[src/rtl/axi_lite_read_master_pkg.sv]
// axi_lite_pkg: shared AXI4-Lite response codes and read-master FSM state type.
//   RESP_*      2-bit RRESP encodings
//   rm_state_t  IDLE -> ISSUE -> DRAIN -> DONE -> IDLE
package axi_lite_pkg;
    localparam logic [1:0] RESP_OKAY   = 2'b00;
    localparam logic [1:0] RESP_EXOKAY = 2'b01;
    localparam logic [1:0] RESP_SLVERR = 2'b10;
    localparam logic [1:0] RESP_DECERR = 2'b11;
    typedef enum logic [1:0] {IDLE, ISSUE, DRAIN, DONE} rm_state_t;
endpackage

[src/rtl/axi_lite_read_master_if.sv]
// axi_lite_read_master_if: AXI4-Lite read address and read data channels.
//   araddr/arprot/arvalid/arready  AR channel
//   rdata/rresp/rvalid/rready      R channel
//   master modport drives AR payload and rready; slave modport drives the rest.
interface axi_lite_read_master_if #(
    parameter int ADDR_W = 32,
    parameter int DATA_W = 32
);
    logic [ADDR_W-1:0] araddr;
    logic [2:0]        arprot;
    logic              arvalid;
    logic              arready;
    logic [DATA_W-1:0] rdata;
    logic [1:0]        rresp;
    logic              rvalid;
    logic              rready;
    modport master (output araddr, arprot, arvalid, rready, input arready, rdata, rresp, rvalid);
    modport slave  (input araddr, arprot, arvalid, rready, output arready, rdata, rresp, rvalid);
endinterface

[src/rtl/axi_lite_read_master_outst_tracker.sv]
// axi_lite_outst_tracker: up/down count of reads accepted on AR but not yet answered on R.
//   clk, rst_n  clock, asynchronous active-low reset
//   inc, dec    AR handshake, R handshake (both at once leaves the count unchanged)
//   cnt         current number of reads in flight
//   full, empty cnt == MAX_OUTST, cnt == 0
module axi_lite_outst_tracker #(
    parameter int MAX_OUTST = 4,
    parameter int W         = $clog2(MAX_OUTST + 1)
) (
    input  logic         clk,
    input  logic         rst_n,
    input  logic         inc,
    input  logic         dec,
    output logic [W-1:0] cnt,
    output logic         full,
    output logic         empty
);
    always_ff @(posedge clk or negedge rst_n) begin
        if (!rst_n) cnt <= '0;
        else if (inc && !dec) cnt <= cnt + W'(1);
        else if (dec && !inc) cnt <= cnt - W'(1);
    end
    assign full  = cnt == W'(MAX_OUTST);
    assign empty = cnt == '0;
endmodule

[src/rtl/axi_lite_read_master.sv]
// axi_lite_read_master: reads COUNT words from BASE by STRIDE with up to MAX_OUTST in flight.
//   ACLK, ARESETN                     clock, asynchronous active-low reset
//   start_i, base_addr_i, stride_i,
//   count_i                           job request, sampled when start_i is seen in IDLE
//   busy_o, done_o, err_cnt_o         job status; err_cnt_o counts non-OKAY responses (saturating)
//   rd_data_o, rd_resp_o, rd_idx_o,
//   rd_data_v_o, rd_data_r_i          returned beats streamed to the host with valid/ready
//   m_axi                             AXI4-Lite AR/R channels (master side)
module axi_lite_read_master
    import axi_lite_pkg::*;
#(
    parameter int ADDR_W    = 32,
    parameter int DATA_W    = 32,
    parameter int CNT_W     = 16,
    parameter int MAX_OUTST = 4
) (
    input  logic                ACLK,
    input  logic                ARESETN,
    input  logic                start_i,
    input  logic [ADDR_W-1:0]   base_addr_i,
    input  logic [ADDR_W-1:0]   stride_i,
    input  logic [CNT_W-1:0]    count_i,
    output logic                busy_o,
    output logic                done_o,
    output logic [CNT_W-1:0]    err_cnt_o,
    output logic [DATA_W-1:0]   rd_data_o,
    output logic [1:0]          rd_resp_o,
    output logic [CNT_W-1:0]    rd_idx_o,
    output logic                rd_data_v_o,
    input  logic                rd_data_r_i,
    axi_lite_read_master_if.master m_axi
);
    localparam int OW = $clog2(MAX_OUTST + 1);
    rm_state_t         state, state_nxt;
    logic [CNT_W-1:0]  count_r, issued, received, err_cnt;
    logic [ADDR_W-1:0] stride_r, araddr;
    logic [OW-1:0]     outst;
    logic              full, empty, start_ok, ar_hs, r_hs;

    axi_lite_outst_tracker #(.MAX_OUTST(MAX_OUTST), .W(OW)) u_outst (
        .clk(ACLK), .rst_n(ARESETN), .inc(ar_hs), .dec(r_hs),
        .cnt(outst), .full(full), .empty(empty)
    );

    assign start_ok = start_i && state == IDLE;
    // Derived from registered state only: once raised it can only fall through a handshake,
    // because outst cannot grow without one.
    assign m_axi.arvalid = state == ISSUE && issued != count_r && !full;
    assign m_axi.araddr  = araddr;
    assign m_axi.arprot  = 3'b000;
    // Nothing in flight means any RVALID is stray and must not be consumed.
    assign m_axi.rready  = rd_data_r_i && !empty;
    assign ar_hs         = m_axi.arvalid && m_axi.arready;
    assign r_hs          = m_axi.rvalid && m_axi.rready;
    assign rd_data_o     = m_axi.rdata;
    assign rd_resp_o     = m_axi.rresp;
    assign rd_idx_o      = received;
    assign rd_data_v_o   = m_axi.rvalid && !empty;
    assign busy_o        = state != IDLE;
    assign done_o        = state == DONE;
    assign err_cnt_o     = err_cnt;

    // Transitions look at the handshake about to complete so DONE follows the last beat directly.
    always_comb begin
        state_nxt = state;
        unique case (state)
            IDLE:    if (start_i) state_nxt = count_i == '0 ? DONE : ISSUE;
            ISSUE:   if (ar_hs && issued + 1'b1 == count_r) state_nxt = DRAIN;
            DRAIN:   if (r_hs && received + 1'b1 == count_r) state_nxt = DONE;
            default: state_nxt = IDLE;
        endcase
    end

    always_ff @(posedge ACLK or negedge ARESETN) begin
        if (!ARESETN) state <= IDLE;
        else state <= state_nxt;
    end

    always_ff @(posedge ACLK or negedge ARESETN) begin
        if (!ARESETN) begin
            count_r  <= '0;
            stride_r <= '0;
            araddr   <= '0;
            issued   <= '0;
            received <= '0;
            err_cnt  <= '0;
        end else if (start_ok) begin
            count_r  <= count_i;
            stride_r <= stride_i;
            araddr   <= base_addr_i;
            issued   <= '0;
            received <= '0;
            err_cnt  <= '0;
        end else begin
            if (ar_hs) begin
                araddr <= araddr + stride_r;
                issued <= issued + 1'b1;
            end
            if (r_hs) begin
                received <= received + 1'b1;
                if (m_axi.rresp != RESP_OKAY && err_cnt != '1) err_cnt <= err_cnt + 1'b1;
            end
        end
    end
endmodule
[src/flat_wrapper.sv]
// flat-port wrapper written by rule: the top's interface ports become plain ports
module axi_lite_read_master_flat import axi_lite_pkg::*;
#(
    parameter int ADDR_W    = 32,
    parameter int DATA_W    = 32,
    parameter int CNT_W     = 16,
    parameter int MAX_OUTST = 4
)
  (ACLK, ARESETN, start_i, base_addr_i, stride_i, count_i, busy_o, done_o, err_cnt_o, rd_data_o, rd_resp_o, rd_idx_o, rd_data_v_o, rd_data_r_i, m_axi_araddr, m_axi_arprot, m_axi_arvalid, m_axi_rready, m_axi_arready, m_axi_rdata, m_axi_rresp, m_axi_rvalid);
  axi_lite_read_master_if #(.ADDR_W(ADDR_W), .DATA_W(DATA_W)) m_axi_i ();
  input  logic ACLK;
  input  logic ARESETN;
  input  logic start_i;
  input  logic [ADDR_W-1:0] base_addr_i;
  input  logic [ADDR_W-1:0] stride_i;
  input  logic [CNT_W-1:0] count_i;
  output logic busy_o;
  output logic done_o;
  output logic [CNT_W-1:0] err_cnt_o;
  output logic [DATA_W-1:0] rd_data_o;
  output logic [1:0] rd_resp_o;
  output logic [CNT_W-1:0] rd_idx_o;
  output logic rd_data_v_o;
  input  logic rd_data_r_i;
  output wire logic [$bits(m_axi_i.araddr)-1:0] m_axi_araddr;
  output wire logic [$bits(m_axi_i.arprot)-1:0] m_axi_arprot;
  output wire logic [$bits(m_axi_i.arvalid)-1:0] m_axi_arvalid;
  output wire logic [$bits(m_axi_i.rready)-1:0] m_axi_rready;
  input wire logic [$bits(m_axi_i.arready)-1:0] m_axi_arready;
  input wire logic [$bits(m_axi_i.rdata)-1:0] m_axi_rdata;
  input wire logic [$bits(m_axi_i.rresp)-1:0] m_axi_rresp;
  input wire logic [$bits(m_axi_i.rvalid)-1:0] m_axi_rvalid;
  assign m_axi_araddr = m_axi_i.araddr;
  assign m_axi_arprot = m_axi_i.arprot;
  assign m_axi_arvalid = m_axi_i.arvalid;
  assign m_axi_rready = m_axi_i.rready;
  assign m_axi_i.arready = m_axi_arready;
  assign m_axi_i.rdata = m_axi_rdata;
  assign m_axi_i.rresp = m_axi_rresp;
  assign m_axi_i.rvalid = m_axi_rvalid;
  axi_lite_read_master #(.ADDR_W(ADDR_W), .DATA_W(DATA_W), .CNT_W(CNT_W), .MAX_OUTST(MAX_OUTST)) u_core (.ACLK(ACLK), .ARESETN(ARESETN), .start_i(start_i), .base_addr_i(base_addr_i), .stride_i(stride_i), .count_i(count_i), .busy_o(busy_o), .done_o(done_o), .err_cnt_o(err_cnt_o), .rd_data_o(rd_data_o), .rd_resp_o(rd_resp_o), .rd_idx_o(rd_idx_o), .rd_data_v_o(rd_data_v_o), .rd_data_r_i(rd_data_r_i), .m_axi(m_axi_i));
endmodule
[config.mk]
export PLATFORM = sky130hd
export DESIGN_NAME = axi_lite_read_master_flat
export DESIGN_NICKNAME = d
export VERILOG_FILES = /design/src/rtl/axi_lite_read_master_pkg.sv /design/src/rtl/axi_lite_read_master_if.sv /design/src/rtl/axi_lite_read_master_outst_tracker.sv /design/src/rtl/axi_lite_read_master.sv /design/src/flat_wrapper.sv
export SDC_FILE = /design/constraint.sdc
export NUM_CORES = 1
export LEC_CHECK = 0
export BUFFER_PORTS_ARGS = -buffer_cell sky130_fd_sc_hd__buf_2
export CAP_MARGIN = 30
export CORE_MARGIN = 8
export CORE_UTILIZATION = 50
export CTS_CLUSTER_DIAMETER = 100
export DETAILED_ROUTE_END_ITERATION = 10
export GPL_ROUTABILITY_DRIVEN = 0
export PLACE_DENSITY = 0.78
export SLEW_MARGIN = 20
export SYNTH_ARGS = -nofsm -noshare
export SYNTH_HDL_FRONTEND = slang
export SYNTH_SLANG_ARGS = --single-unit
[constraint.sdc]
create_clock -name ACLK -period 8.6 [get_ports ACLK]
set_input_delay 0.43 -clock ACLK [delete_from_list [all_inputs] [get_ports ACLK]]
set_output_delay 0.43 -clock ACLK [all_outputs]
set_load 0.05 [all_outputs]
==> impl_summary.md, run 1 <==
Logic synthesis
The number of flops mapped to enable cells by yosys is 0. The number of instances in the synthesized netlist is around 1000. The number of warnings reported in the yosys synthesis log is 0.

The top cell type by area accounts for 38.5% of the synthesized area. After synthesis, the mean cell area works out to 8.34 µm². The cell taking the most area after synthesis is sky130_fd_sc_hd__dfrtp_1.

Of all flip-flops after synthesis, the portion carrying an async set or reset was 100%. By area the synthesized netlist is led by sky130_fd_sc_hd__dfrtp_1 39%, sky130_fd_sc_hd__nand2_1 9.7%, sky130_fd_sc_hd__xnor2_1 6.3%, sky130_fd_sc_hd__ha_1 5.8%, sky130_fd_sc_hd__xor2_1 4.3%. In this run the cell area of the synthesized design comes to 8640 µm². The synthesized design contains 133 register bits.

The count of different cell masters after synthesis is 62. The most instantiated flip-flop cell in the synthesis netlist is sky130_fd_sc_hd__dfrtp_1. The share of synthesized area occupied by flip-flops and latches is 38.5%.

Cells and area
Leaving out fill and tap cells, the most frequent cell in the layout is sky130_fd_sc_hd__nand2_1. The fraction of layout instances using a drive strength above 1 is 18.1%. In the layout the commonest cells are 221 x sky130_fd_sc_hd__nand2_1, 157 x sky130_fd_sc_hd__buf_2, 133 x sky130_fd_sc_hd__dfrtp_1, 81 x sky130_fd_sc_hd__nor2_1, 68 x sky130_fd_sc_hd__a21oi_1. At the end of the flow the core is filled with cells to 58.2%. The number of fill cells is 1529. The post-layout net count is 1298. The antenna cell count is 0. The area growth from synthesis to layout is 15.3%.

Clock tree
Once the clock tree was built, the resizer swapped 0 gates to a different size. The quantity of hold-fixing buffers added after cts is 0. The TritonCTS clock tree is built.

The clock tree synthesis step divided the H-tree into 4 levels. TritonCTS created 17 clock buffers. The clock drives between 100 and 150 sinks. The buffer count from post-CTS setup fixing is 0. The maximum number of buffers from clock root to sink is 2. Clock latency on the worst-skew pair, taken at its later pin, is between 0.4 and 0.5 ns. The clock transition at the register clock pins on the worst setup and hold paths after CTS is 0.06 ns.

The buffer cell driving the clock tree root is sky130_fd_sc_hd__clkbuf_16.

STA
Static timing analysis puts the maximum clock frequency at 269 MHz. For the finished layout, the period the worst path requires is approximately 3.7 ns. Headroom to the max-slew limit came out at 46.1%.

The final clock skew is 0.00841 ns. The final-report setup violation count is 0. Setup repair after global routing left no endpoint under its margin. At the pin with the least slew margin, the transition time is just over 0.8 ns.

After layout, the worst setup slack is about 4.9 ns. The total count of max-transition violations in the final report is 0. Hold is met by 0.0518 ns. Of the available clock period, the critical path in the final layout requires 43.2%. The accumulated negative setup slack is 0 ns. The final hold violation count was 0.

Worst setup path
The most numerous cell type found on the critical path is sky130_fd_sc_hd__inv_1. The worst register-to-register path begins at u_core.issued[10]$_DFFE_PN0P_. The kind of cell adding the most delay to the critical path is buffers and inverters. Across all register-to-register paths, the minimum setup slack is 4.89 ns. The worst register-to-register path has a depth of 11. The critical path required time is 8.91 ns. The capturing point of the worst reg2reg path is u_core.u_outst.cnt[1]$_DFFE_PN0P_. The delay contributed by the slowest stage of the critical path is 0.51 ns. The largest fanout of any net on the critical path is 63. The type of the worst setup path is reg2reg. The capturing element type of the critical path is a register. The cell at the slowest stage of the critical path is sky130_fd_sc_hd__buf_4. The worst setup path is launched from a register.

Walking the worst path, the cells encountered are xnor2_1 -> nand4_1 -> nor4_1 -> a21oi_1 -> nand2_2 -> buf_4 -> inv_1 -> ha_1 -> inv_1 -> fa_1 -> mux2_2. At the worst endpoint, the arrival time is 4.02 ns. The buffer and inverter count on the worst path is 3.

GRT
The number of global-route vias before repair is between 7000 and 8000. The first-pass GRT wire length is 37.8 mm. The initial antenna violation count is 0. The total overflow left after global routing is 0. The overall fraction of global-route tracks in use is between 20% and 30%. Entering global routing, the biggest net connects 89 pins.

Floorplan
The height of the die is 147 µm. For this configuration, the core starts out at a cell density of about half. The die covers 21700 µm².

The core area is roughly 17000 µm². The floorplan die width is 147 µm. For this design the top-level I/O count stands at 226. The initialized floorplan defines between 40 and 50 standard-cell rows.

Placement
The count of buffers added on input and output ports is 158. The pre-CTS worst setup slack is about 5.0 ns. The estimated wirelength of the detail-placed design is around 17 mm.

Route
Across all layers, the routed design uses between 7000 and 8000 vias. In the routed design, unresolved DRC markers number 0. The total detailed-routing wirelength is 23.5 mm. Dividing the detail-routed via count by the number of cells gives 5.53.

The detailed router finished its first iteration with 440 violations. The detail route stage leaves a number of antenna-violating nets equal to 0. After detailed routing, the average wire length per cell comes to around 17 µm. The count of TritonRoute iterations in the first routing pass is 4.

Pwr
The areal power density over the cells is 393 nW/µm². Cell internal power was estimated by the tool at between 0.002 and 0.0025 W. Of the total power, the share spent switching nets is 46.3%. The total power after layout is 0.00392 W. Of the total power, registers draw 26.7%.

The combinational share of power is 53.0%. For this design the total switching power over the nets is 0.00181 W. The clock power share is 20.4%. The standby leakage power is 4.84 nW. IR analysis of the VDD net gives a maximum drop of 0.235 mV.

Status
The flow ran to the end, and the final reports show no timing, DRC or antenna violations.

Hold path
The kind of path behind the tightest hold check is in2async.

Flow run
The number of violations of the max-capacitance limit is 0.
## metal layers
layer  GRT usage, %  up-vias  share of wire, %
met1           25.6     3627                43
met5              0        -                 0
met3           5.56       34               5.9
met4           7.24        0               1.9
met2           36.1      221                50
li1               -     3722                 -
## cells in the mapped netlist (4+ instances only)
master / n
sky130_fd_sc_hd__inv_1: 20
sky130_fd_sc_hd__nand2_1: 223
sky130_fd_sc_hd__nand4_1: 17
sky130_fd_sc_hd__o211ai_1: 8
sky130_fd_sc_hd__xnor2_1: 62
sky130_fd_sc_hd__nand3_1: 38
sky130_fd_sc_hd__buf_1: 6
sky130_fd_sc_hd__nor2b_1: 8
sky130_fd_sc_hd__or3_1: 15
sky130_fd_sc_hd__nor4_1: 11
sky130_fd_sc_hd__dfrtp_1: 133
sky130_fd_sc_hd__mux2i_1: 8
sky130_fd_sc_hd__ha_1: 40
sky130_fd_sc_hd__and3_1: 19
sky130_fd_sc_hd__nand2b_1: 7
sky130_fd_sc_hd__buf_4: 37
sky130_fd_sc_hd__and2_1: 5
sky130_fd_sc_hd__a211oi_1: 6
sky130_fd_sc_hd__nor2_1: 81
sky130_fd_sc_hd__a21oi_1: 68
sky130_fd_sc_hd__o21a_1: 4
sky130_fd_sc_hd__a21o_1: 12
sky130_fd_sc_hd__clkbuf_1: 34
sky130_fd_sc_hd__xor2_1: 42
sky130_fd_sc_hd__a31oi_1: 11
sky130_fd_sc_hd__buf_2: 6
sky130_fd_sc_hd__o21ai_0: 53
sky130_fd_sc_hd__a21boi_0: 4
sky130_fd_sc_hd__nor3_1: 12
## per-stage QoR
stage / cell area, µm² / std cells
5_1_grt: 9960 / 1374
2_1_floorplan: 8650 / 1038
3_5_place_dp: 9310 / 1342
4_1_cts: 9960 / 1374
3_3_place_gp: 9310 / 1342
6_report: 9960 / 1374
## layout make-up
type,count,area (µm²),share of cell area (%)
Timing Repair Buffer,162,827,8.30
Clock buffer,21,480,4.82
Multi-Input combinational cell,802,4800,48.1
Sequential cell,133,3330,33.4
Clock inverter,11,173,1.73
Tap cell,225,282,2.83
Inverter,20,75.1,0.754
## cell families (layout without fill, tap and decap cells)
group	Yosys count	in the layout	synth area share (%)
xor gates and xnor gates	104	104	10.5
and+or+nand+nor	447	447	23.3
muxes	12	12	1.45
DFF	133	133	38.5
AOI/OAI and AO/OA	194	194	13.7
adders and majority gates	42	42	6.25
buffers and inverters	103	214	6.17
other	1	3	0.0434
## power by group through the flow
| stage | clock, W | sequential, W | combinational (W) |
|---|---|---|---|
| 2_1_floorplan | 0 | 0.00128 | 0.00139 |
| 3_3_place_gp | 0 | 0.00104 | 0.00201 |
| 3_5_place_dp | 0 | 0.00105 | 0.00205 |
| 4_1_cts | 0.000806 | 0.00104 | 0.00208 |
| 5_1_grt | 0.000837 | 0.00107 | 0.00229 |
| 6_report | 0.000798 | 0.00104 | 0.00208 |
## sequential cells by signal, indices dropped and copies added (netlist names)
signal               cells
u_core.state             2
u_core.m_axi.araddr     32
u_core.count_r          16
u_core.err_cnt_o        16
u_core.rd_idx_o         16
u_core.issued           16
u_core.stride_r         32
u_core.u_outst.cnt       3
## worst register-to-register path, cell delays in order, from the launching register on
cell and delay, ns:
sky130_fd_sc_hd__dfrtp_1 0.45, sky130_fd_sc_hd__xnor2_1 0.32, sky130_fd_sc_hd__nand4_1 0.14, sky130_fd_sc_hd__nor4_1 0.31, sky130_fd_sc_hd__a21oi_1 0.15, sky130_fd_sc_hd__nand2_2 0.09
sky130_fd_sc_hd__buf_4 0.51, sky130_fd_sc_hd__inv_1 0.52, sky130_fd_sc_hd__ha_1 0.38, sky130_fd_sc_hd__inv_1 0.08, sky130_fd_sc_hd__fa_1 0.40, sky130_fd_sc_hd__mux2_2 0.26
## worst max-delay path by stage
| stage | slack, ns | end | from | cells after the start |
|---|---|---|---|---|
| 3_5_place_dp | 5.02 | u_core.u_outst.cnt[1]$_DFFE_PN0P_ | u_core.issued[10]$_DFFE_PN0P_ | 11 |
| 3_3_place_gp | 5.12 | u_core.u_outst.cnt[1]$_DFFE_PN0P_ | u_core.count_r[9]$_DFFE_PN0P_ | 11 |
| 6_report | 4.89 | u_core.u_outst.cnt[1]$_DFFE_PN0P_ | u_core.issued[10]$_DFFE_PN0P_ | 11 |
| 2_1_floorplan | 5.04 | u_core.u_outst.cnt[2]$_DFFE_PN0P_ | u_core.count_r[6]$_DFFE_PN0P_ | 14 |
| 4_1_cts | 4.93 | u_core.u_outst.cnt[1]$_DFFE_PN0P_ | u_core.issued[10]$_DFFE_PN0P_ | 11 |
| 5_1_grt | 4.65 | u_core.u_outst.cnt[1]$_DFFE_PN0P_ | u_core.issued[10]$_DFFE_PN0P_ | 11 |
(Power assumes the default switching activity.)
==> run 2: changes to the inputs <==
ABC_AREA = 1   (was default)
PLACE_DENSITY = 0.77   (was 0.78)
clock period = 3.45 ns   (was 8.6 ns; I/O delays follow)
==> run 2 against run 1 <==
Setup slack got worse by 4.1 ns; hold slack got worse by 0.034 ns; area after synthesis increased by 6.8%; total power increased to 2.7 times the previous value; synthesized cell count increased by 28%; clock-buffer cell count decreased by 1; largest cell class unchanged; largest power group unchanged.
==> impl_summary.md, run 2 <==
Placement
Summed over all nets, the half-perimeter wirelength after detailed placement is between 15 and 20 mm. The number of input and output port buffers inserted is 158. The total cell area at the placement stage is 9950 µm².

Clock tree
The clock insertion delay at the later pin of the skew report is 0.43 ns. The maximum number of buffers from clock root to sink is 2. The clock transition at the register clock pins on the worst setup and hold paths after CTS is 0.06 ns. The buffer count from post-CTS setup fixing is 0. The TritonCTS clock tree is built. The number of CTS-inserted buffers is 17. CTS placed an instance of sky130_fd_sc_hd__clkbuf_16 at the clock tree root. The number of sinks driven by the clock tree is 133. CTS built an H-tree with a depth of 4.

Floorplan
The floorplan has 49 rows. The core area is ~18000 µm². From bottom edge to top edge, the die measures 152 µm. The die covers between 20000 and 25000 µm².

The initial standard-cell utilization of the core is 51.2%. The die is approximately 150 µm wide. The count of pins on the block boundary is between 200 and 250.

GRT
The initial antenna violation count came to 0. Across every metal layer, demand over resource in global routing totals between 20% and 30%. For this run the aggregate overflow at the end of global routing stands at 0.

The number of global-route vias before repair was 9219. The largest net degree at the start of global routing is 84. The first global-routing pass estimated ~45 mm of wire.

Logic synthesis
The share of the Yosys chip area taken by registers is 36.0%. The register bit total from synthesis is 133. The share of synthesized flip-flops with an asynchronous set or reset is 100%. The area share of the largest cell type after synthesis is approximately 36%.

Yosys instantiated no cell more often than sky130_fd_sc_hd__nand2_1. The netlist area before placement is 9230 µm². The most used flip-flop cell after synthesis is sky130_fd_sc_hd__dfrtp_1.

After synthesis, the mean cell area works out to between 6 and 7 µm². By area the synthesized netlist is led by sky130_fd_sc_hd__dfrtp_1 36%, sky130_fd_sc_hd__nand2_1 17%, sky130_fd_sc_hd__nor2_1 5.8%, sky130_fd_sc_hd__ha_1 5.4%, sky130_fd_sc_hd__inv_1 5.0%. The number of flops mapped to enable cells by yosys is 0. The commonest cells after synthesis are 406 x sky130_fd_sc_hd__nand2_1, 143 x sky130_fd_sc_hd__nor2_1, 133 x sky130_fd_sc_hd__dfrtp_1. The number of instances in the synthesized netlist is 1323. The number of warnings reported in the yosys synthesis log is 0. The count of different cell masters after synthesis is 47. Of all cell types, the one taking the most synthesized area is sky130_fd_sc_hd__dfrtp_1.

Worst setup path
STA classifies the critical path endpoint as a register. The critical path in this run is classified as reg2reg. The critical path required time is 3.77 ns. Counting stages on the worst path, the most repeated cell is sky130_fd_sc_hd__nand2_1. For this run, the slowest stage of the critical path takes about 0.63 ns. The kind of cell adding the most delay to the critical path is simple AND/OR/NAND/NOR gates.

STA classifies the critical path startpoint as a register. Together, buffers and inverters on the worst path number 3. The data arrival time of the critical path is 2.98 ns. Of all nets on the critical path, the largest fanout is 40. The cell at the slowest stage of the critical path is sky130_fd_sc_hd__inv_2. For the worst flop-to-flop path, the logic depth is 15. Walking the worst path, the cells encountered are inv_1 -> nand2_1 -> nand2_1 -> nor2_1 -> nand3_1 -> nor2_1 -> nand2_1 -> nand2_2 -> nor2_8 -> inv_4 -> nand2_4 -> inv_2 -> nor2_1 -> o21ai_1 -> nand2_1. In this run the number of cells on the critical path is 15.

STA
The total count of max-transition violations in the final report is 0. The final hold violation count is 0. For the pin with the worst max-slew slack, the measured transition is 0.796 ns. In the finished design, the share of the clock period the worst path needs comes to 77.2%. The final-report setup violation count is 0. Timing would allow up to 375 MHz. The final clock skew is around 0.0095 ns. Adding up every negative setup slack in the final design gives 0 ns. Setup repair after global routing left no endpoint under its margin. The tightest slew margin relative to the limit is 46.9%. The post-route minimum period is between 2 and 3 ns.

Cells and area
The most common cell after layout, fill and taps aside is sky130_fd_sc_hd__nand2_1. The antenna cell count is 0. The fraction of layout instances using a drive strength above 1 is 14.7%.

The largest registers in the layout are u_core.m_axi.araddr: 32 flops, u_core.stride_r: 32 flops. Leaving out fill and tap cells, the most frequent cells in the layout are 405 x sky130_fd_sc_hd__nand2_1, 157 x sky130_fd_sc_hd__buf_2, 143 x sky130_fd_sc_hd__nor2_1, 133 x sky130_fd_sc_hd__dfrtp_1, 122 x sky130_fd_sc_hd__inv_1. For this run, the post-layout net count is 1640. The final design area excluding fillers is 10900 µm².

The number of fill cells is ~1600. From synthesis to final layout, the design area changed by 18.3%.

Route
The routed layout has 9249 vias. The first-iteration detailed-routing DRC count is about 650. Dividing the detail-routed wire length by the instance count gives ~16 µm. Once detail routing completed, the nets flagged for antenna violations numbered 0.

For this run, design rule violations remaining after detail routing come to 0. Dividing the detail-routed via count by the number of cells gives 5.38. The first TritonRoute pass finished after 8 iterations. The total detailed-routing wirelength is 26.8 mm.

Pwr
The worst supply voltage drop on vdd is 0.602 mV. The standby leakage power is between 5 and 6 nW. Dividing total power by cell area gives a power density of 967 nW/µm².

Flow run
The number of violations of the max-capacitance limit is 0.

Hold path
The worst hold path was traced through 3 stages. The path class of the tightest hold or removal check is in2reg.

Status
The run finished with clean final reports.
run 2: per-stage QoR:
stage                     worst slack, ns  std cells  power, W  utilization [%]  hold slack [ns]
final                               0.787       1719    0.0106             60.6           0.0175
after global routing                0.453       1719    0.0115             60.6           0.0345
after CTS                           0.845       1719    0.0105             60.6           0.0104
after detailed placement            0.862       1646   0.00868             55.2            0.285
after global placement              0.961       1646   0.00857             55.2            0.291
after floorplan                     0.970       1325   0.00732                -           -0.123
run 2: cell families (layout without fill, tap and decap cells):
family                     count (synthesis)  in the layout  share of synthesized area [%]
DFF                                      133            133                           36.0
adders and majority gates                 42             42                           5.85
xor gates and xnor gates                  45             45                           4.27
other                                      1              3                         0.0406
buffers and inverters                    197            362                           9.88
and+or+nand+nor                          684            684                           30.9
muxes                                      1              1                          0.122
AOI/OAI and AO/OA                        220            220                           12.9
run 2: layer usage:
layer	GRT usage [%]	share of wire (%)	vias up
li1	-	-	4574
met2	38.5	48	368
met1	28.8	43	4245
met5	0	0	-
met4	9.52	2.6	0
met3	5.11	6.8	62
run 2: cell type report:
cell class	instances	area (µm²)	share of cell area, %
clock buffer	20	457	4.18
clock inverter	11	104	0.950
inverter	126	475	4.35
multi-input combinational	995	5010	45.8
sequential	133	3330	30.5
tap	229	287	2.62
timing repair buffer	205	1270	11.6
run 2: timing repair:
| action | 4_1_cts | 5_1_grt |
|---|---|---|
| resized for setup | 0 | 0 |
| hold buffers | 42 | 0 |
| hold endpoints to repair | 123 | 0 |
run 2: power by group:
| group | leakage, nW | total (W) | internal [W] | switching (W) |
|---|---|---|---|---|
| combinational | 3.55 | 0.00618 | 0.00196 | 0.00423 |
| sequential | 1.70 | 0.00264 | 0.00211 | 0.000526 |
| clock | 0.261 | 0.00174 | 0.00102 | 0.000720 |
run 2: path summary, 6_finish.rpt:
kind	start	endpoint	slack (ns)
max in group asynchronous	ARESETN	u_core.m_axi.araddr[21]$_DFFE_PN0P_	2.35
setup / recovery	u_core.issued[4]$_DFFE_PN0P_	u_core.m_axi.araddr[24]$_DFFE_PN0P_	0.79
min in group asynchronous	ARESETN	u_core.rd_idx_o[6]$_DFFE_PN0P_	0.36
hold reg to reg	u_core.stride_r[29]$_DFFE_PN0P_	u_core.stride_r[29]$_DFFE_PN0P_	0.49
setup reg to reg	u_core.issued[4]$_DFFE_PN0P_	u_core.m_axi.araddr[24]$_DFFE_PN0P_	0.79
hold / removal	count_i[4]	u_core.count_r[4]$_DFFE_PN0P_	0.02
run 2: worst min-delay path: stages:
cell and delay [ns]:
sky130_fd_sc_hd__buf_2 0.09, sky130_fd_sc_hd__nand2_1 0.07, sky130_fd_sc_hd__o21ai_0 0.07
